===== src/rtl/dac_playback_ctrl.sv =====
// Waveform playback sequencer: sample RAM plus a window/repeat streamer feeding the DAC.
// Read path is RAM register -> output register, so the first sample lands two edges after start.
module dac_playback_ctrl #(
  parameter int bits   = 16,
  parameter int DEPTH  = 64,
  parameter int ADDR_W = $clog2(DEPTH)
) (
  input  logic              clk,
  input  logic              rst,
  input  logic              wr_en,
  input  logic [ADDR_W-1:0] wr_addr,
  input  logic [bits-1:0]   wr_data,
  input  logic [ADDR_W:0]   cfg_len,
  input  logic [7:0]        cfg_reps,
  input  logic [bits-1:0]   cfg_idle,
  input  logic              start,
  input  logic              stop,
  output logic [bits-1:0]   m_axis_tdata,
  output logic              m_axis_tvalid,
  output logic              busy,
  output logic              done,
  output logic              err
);
  localparam logic [1:0] S_IDLE  = 2'd0;
  localparam logic [1:0] S_PRIME = 2'd1;
  localparam logic [1:0] S_PLAY  = 2'd2;

  localparam logic [ADDR_W:0]   DEPTH_L = (ADDR_W+1)'(DEPTH);
  localparam logic [ADDR_W:0]   ONE_L   = (ADDR_W+1)'(1);
  localparam logic [ADDR_W-1:0] ONE_A   = ADDR_W'(1);

  logic [bits-1:0]   mem [DEPTH];
  logic [bits-1:0]   rd_data;
  logic [1:0]        state;
  logic [ADDR_W-1:0] addr;
  logic [ADDR_W:0]   len_q;
  logic [7:0]        reps_q, rep;
  logic              rd_last, out_last;
  logic              len_ok, wrap, last_rd;

  // Read-before-write: a same-address collision returns the old sample.
  always_ff @(posedge clk) begin
    if (wr_en) mem[wr_addr] <= wr_data;
    rd_data <= mem[addr];
  end

  assign len_ok  = (cfg_len != '0) && (cfg_len <= DEPTH_L);
  assign wrap    = ({1'b0, addr} == (len_q - ONE_L));
  // Final read of the final repetition; it reaches the output one edge later.
  assign last_rd = wrap && (reps_q != 8'd0) && (rep == reps_q - 8'd1);
  assign busy    = (state != S_IDLE);

  always_ff @(posedge clk) begin
    if (rst) begin
      state         <= S_IDLE;
      addr          <= '0;
      len_q         <= '0;
      reps_q        <= '0;
      rep           <= '0;
      rd_last       <= 1'b0;
      out_last      <= 1'b0;
      m_axis_tdata  <= '0;
      m_axis_tvalid <= 1'b0;
      done          <= 1'b0;
      err           <= 1'b0;
    end else begin
      done <= 1'b0;
      err  <= 1'b0;
      case (state)
        S_IDLE: begin
          m_axis_tdata  <= cfg_idle;
          m_axis_tvalid <= 1'b0;
          if (start && !stop) begin
            if (len_ok) begin
              state    <= S_PRIME;
              len_q    <= cfg_len;
              reps_q   <= cfg_reps;
              addr     <= '0;
              rep      <= '0;
              rd_last  <= 1'b0;
              out_last <= 1'b0;
            end else begin
              err <= 1'b1;
            end
          end
        end
        S_PRIME, S_PLAY: begin
          if (stop || (state == S_PLAY && out_last)) begin
            state         <= S_IDLE;
            m_axis_tdata  <= cfg_idle;
            m_axis_tvalid <= 1'b0;
            done          <= 1'b1;
          end else begin
            if (state == S_PLAY) begin
              m_axis_tdata  <= rd_data;
              m_axis_tvalid <= 1'b1;
              out_last      <= rd_last;
            end
            state   <= S_PLAY;
            rd_last <= last_rd;
            addr    <= wrap ? '0 : addr + ONE_A;
            if (wrap) rep <= rep + 8'd1;
          end
        end
        default: state <= S_IDLE;
      endcase
    end
  end
endmodule


===== config.mk =====
export PLATFORM = sky130hd
export DESIGN_NAME = dac_playback_ctrl
export DESIGN_NICKNAME = d
export VERILOG_FILES = /design/src/rtl/dac_playback_ctrl.sv
export SDC_FILE = /design/constraint.sdc
export NUM_CORES = 1
export LEC_CHECK = 0
export ABC_AREA = 1
export BUFFER_PORTS_ARGS = -buffer_cell sky130_fd_sc_hd__buf_2
export CAP_MARGIN = 20
export CELL_PAD_IN_SITES_DETAIL_PLACEMENT = 1
export CELL_PAD_IN_SITES_GLOBAL_PLACEMENT = 1
export CORE_UTILIZATION = 40
export CTS_BUF_LIST = sky130_fd_sc_hd__clkbuf_16
export DETAILED_ROUTE_END_ITERATION = 7
export PLACE_DENSITY = 0.65
export SLEW_MARGIN = 15
export SYNTH_ARGS = -nofsm -noshare
export SYNTH_HDL_FRONTEND = slang
export SYNTH_SLANG_ARGS = --single-unit

===== constraint.sdc =====
create_clock -name clk -period 4 [get_ports clk]
set_input_delay 0.6 -clock clk [delete_from_list [all_inputs] [get_ports clk]]
set_output_delay 0.6 -clock clk [all_outputs]
set_load 0.01 [all_outputs]

==> metrics <==
Sw Share roughly 24%; max-cap violations 0; worst-path maximum fanout 130; Crit path top cell by count nand2_1; post_cts resized 0; CTS HTree Levels 3; drt pass-1 iters 5; CTS Buf Count 116; buffer depth of the longest clock path 3; syn nets approximately 3.7k; internal power around 19 mW; Area Overhead vs Synth 13.7%; compound-gate portion of the synthesized area approximately a tenth; unrepaired setup endpoints after global routing no; dpl hpwl between 80000 and 90000 um; mux share of post-synthesis cell area 0%; WL/cell ~27 um; Post-Syn Area roughly 0.044 mm^2; Sink Count between 1k and 1.5k; fill cell count roughly 11k; fin crit period 2.97 ns; crit end category flop; clk slew on worst S/H paths roughly 0.060 ns; r2r worst-path depth 10; synthesized flop and latch total 1092; IO Count between 70 and 80; Final Wtd Congestion 0.869; post-synthesis sequential area ratio 73.0%; Fmax 337 MHz; Chip Height ~330 um; CP Launch Type flop; Synth Flop Type edfxtp_1; Register Area roughly 0.032 mm^2; Tcrit/Tclk final about three quarters; pin count of the biggest net entering global routing 141; worst slew pin tran approximately 1.1 ns; overall routing resource usage between 20% and 30%; async set-reset flop share out of synthesis 0%; synthesized instance count 3620; Final Hold Fails 0; total power around 25 mW; Seq pwr share 51.3%; XOR/XNOR Fraction of Synth Area 0.159%; drt total wl between 100000 and 150000 um; number of synthesized flops with an enable pin just over 1k; first-pass GRT wire length 205000 um; final setup violation count 0; Layout Nets 3817; Synth Area in Adders less than 1%; GRT overflow 0; Synth Area per Inst roughly 12 um^2; Worst Setup Path Type flop to flop; required time worst endpoint between 4 and 5 ns; status finished clean; max-slew violation count 0; critical path, cell by cell inv_8 > buf_4 > nor2_1 > o22ai_1 > nand2_1 > nand2_1 > inv_1 > nand3_1 > nand3_1 > nand2_1; maximum vdd ir drop approximately 0.4 mV; CTS tree built; Core ar. about 0.11 mm^2; clock share of power approximately two fifths; initial antenna violation count 7; Clock Root Buffer clkbuf_16; Max-Slew Margin vs Limit a little over a quarter; ANT nets after route 0; # hold bufs at CTS 0; NetSw ~6.1 mW; Yosys warnings 0; Final Skew 0.0270 ns; I/O Buffers 77; # rows around 120; # DRC 0; CP max-delay cell inv_8; area occupied by multi-input gates 0.0104 mm^2; Min-Delay Path Depth 3; hold crit path type input pin to flop; initial core utilization a little over 40%; DIE AREA 0.111 mm^2; Clk Latency, worst-skew pair 0.72 ns; Yosys cell types 38; Leakage roughly 17 nW; via-per-instance ratio 5.66; crit path DAT about 3.6 ns; combinational fraction of design power 7.8%; TNS Setup 0 ns; Initial DRC Count 2971; largest family of logic cells by synthesized area simple AND/OR/NAND/NOR gates; Die Wd 334 um; CP peak stage delay ~0.57 ns; vias in the first global route between 30k and 40k; Pwr per Cell Area 496 mW/mm^2; Setup Buffers After CTS 0; share of cells above drive strength 1 ~11%; Vias 29.8k; simple-gate portion of the synthesized area between 10% and 20%
## final timing paths
check	endpoint	slack, ns	start
hold / removal	m_axis_tdata[3]	0.16	cfg_idle[3]
hold reg to reg	m_axis_tdata[14]	0.48	rd_data[14]
setup reg to reg	rd_data[14]	1.03	addr[0]
setup / recovery	rd_data[14]	1.03	addr[0]
## power by group through the flow
stage | clock network (mW) | logic (mW) | registers [mW]
6_report | 10.1 | 1.94 | 12.7
2_1_floorplan | 0 | 1.05 | 12.9
5_1_grt | 10.6 | 2.09 | 12.7
3_3_place_gp | 0 | 1.91 | 12.9
4_1_cts | 10.3 | 1.95 | 12.7
3_5_place_dp | 0 | 1.94 | 12.9
## registers in the layout (all words and copies together), names as in the netlist
| signal | flops |
|---|---|
| rd_last | 1 |
| err | 1 |
| m_axis_tvalid | 1 |
| rep | 8 |
| mem | 1024 |
| done | 1 |
| m_axis_tdata | 16 |
| state | 2 |
| rd_data | 16 |
| addr | 6 |
| reps_q | 8 |
| len_q | 7 |
| out_last | 1 |
## routing by layer
metal	global-route usage [%]	up-vias	share of wire [%]
met4	9.86	6	3.8
met2	41.6	940	48
met5	0	-	0.023
li1	-	13355	-
met3	4.50	230	6.5
met1	32.9	15281	42
## Yosys cell counts (2+ instances only)
cell type	number	area [um^2]
o21ai_0	491	2460
o21ai_1	27	135
buf_1	15	56.3
clkinv_1	2	7.51
o211ai_1	112	841
nand3_1	195	976
buf_6	16	180
inv_1	68	255
buf_4	25	188
nand3b_1	10	75.1
or2_2	2	12.5
inv_2	9	33.8
nor4_1	8	50.1
or2_0	2	12.5
clkbuf_1	93	349
nand4_1	27	169
o22ai_1	76	475
nor2_1	701	2630
a31oi_1	23	144
buf_2	82	410
a211oi_1	2	15.0
o221ai_1	16	140
nor3_1	5	25.0
buf_8	3	45.0
xor2_1	7	61.3
ha_1	8	100
dfxtp_1	68	1360
nand2_1	426	1600
a21oi_1	69	345
edfxtp_1	1024	30700
## cells in the final DEF, fill, tap and decap left out, drive strengths merged
cell type / synthesis / layout
o22ai: 76 / 76
nor4: 8 / 8
clkinvlp: 0 / 3
a211oi: 2 / 2
nand4: 27 / 27
xnor2: 1 / 1
or2: 4 / 4
diode: 0 / 2
inv: 77 / 117
nor2: 703 / 703
edfxtp: 1024 / 1024
ha: 8 / 8
buf: 141 / 247
a21oi: 70 / 70
clkinv: 2 / 53
nor3: 5 / 5
xor2: 7 / 7
o211ai: 112 / 112
nor3b: 1 / 1
dfxtp: 68 / 68
nand2: 427 / 427
a31oi: 23 / 23
clkbuf: 93 / 118
bufinv: 0 / 5
o221ai: 16 / 16
o21ai: 519 / 519
nand3b: 10 / 10
nand3: 195 / 195
a22oi: 1 / 1
## cells by family after synthesis
logic type                 after synthesis
DFF                                   1092
buffers and inverters                  313
AOI/OAI and AO/OA                      819
adders and majority gates                8
and+or+nand+nor                       1380
xor gates and xnor gates                 8
## layout make-up
cell class	instances	share of cell area, %
sequential	1092	64.3
multi-input combinational	2215	20.8
clock buffer	118	5.91
timing repair buffer	247	3.67
tap	1414	3.54
clock inverter	99	1.15
inverter	79	0.613
antenna	2	0.0100
## worst max-delay path, delay by kind of cell, from the launching register on
family,cells,cell delay (ns)
compound gates,1,0.38
buf+inv,3,0.98
flops,1,0.40
simple gates,6,0.96
## through the flow
stage	hold slack [ns]	cells	utilization (%)	cell area, um^2	worst slack [ns]
after detailed placement	0.475	5046	42.7	46400	1.12
after global routing	0.143	5264	45.9	50000	0.907
after global placement	0.455	5046	42.7	46400	1.13
after CTS	0.120	5263	45.9	50000	1.09
final	0.162	5266	45.9	50000	1.03
after floorplan	0.443	3620	-	44000	0.846
Note: power is estimated with default switching activity, not from simulation.
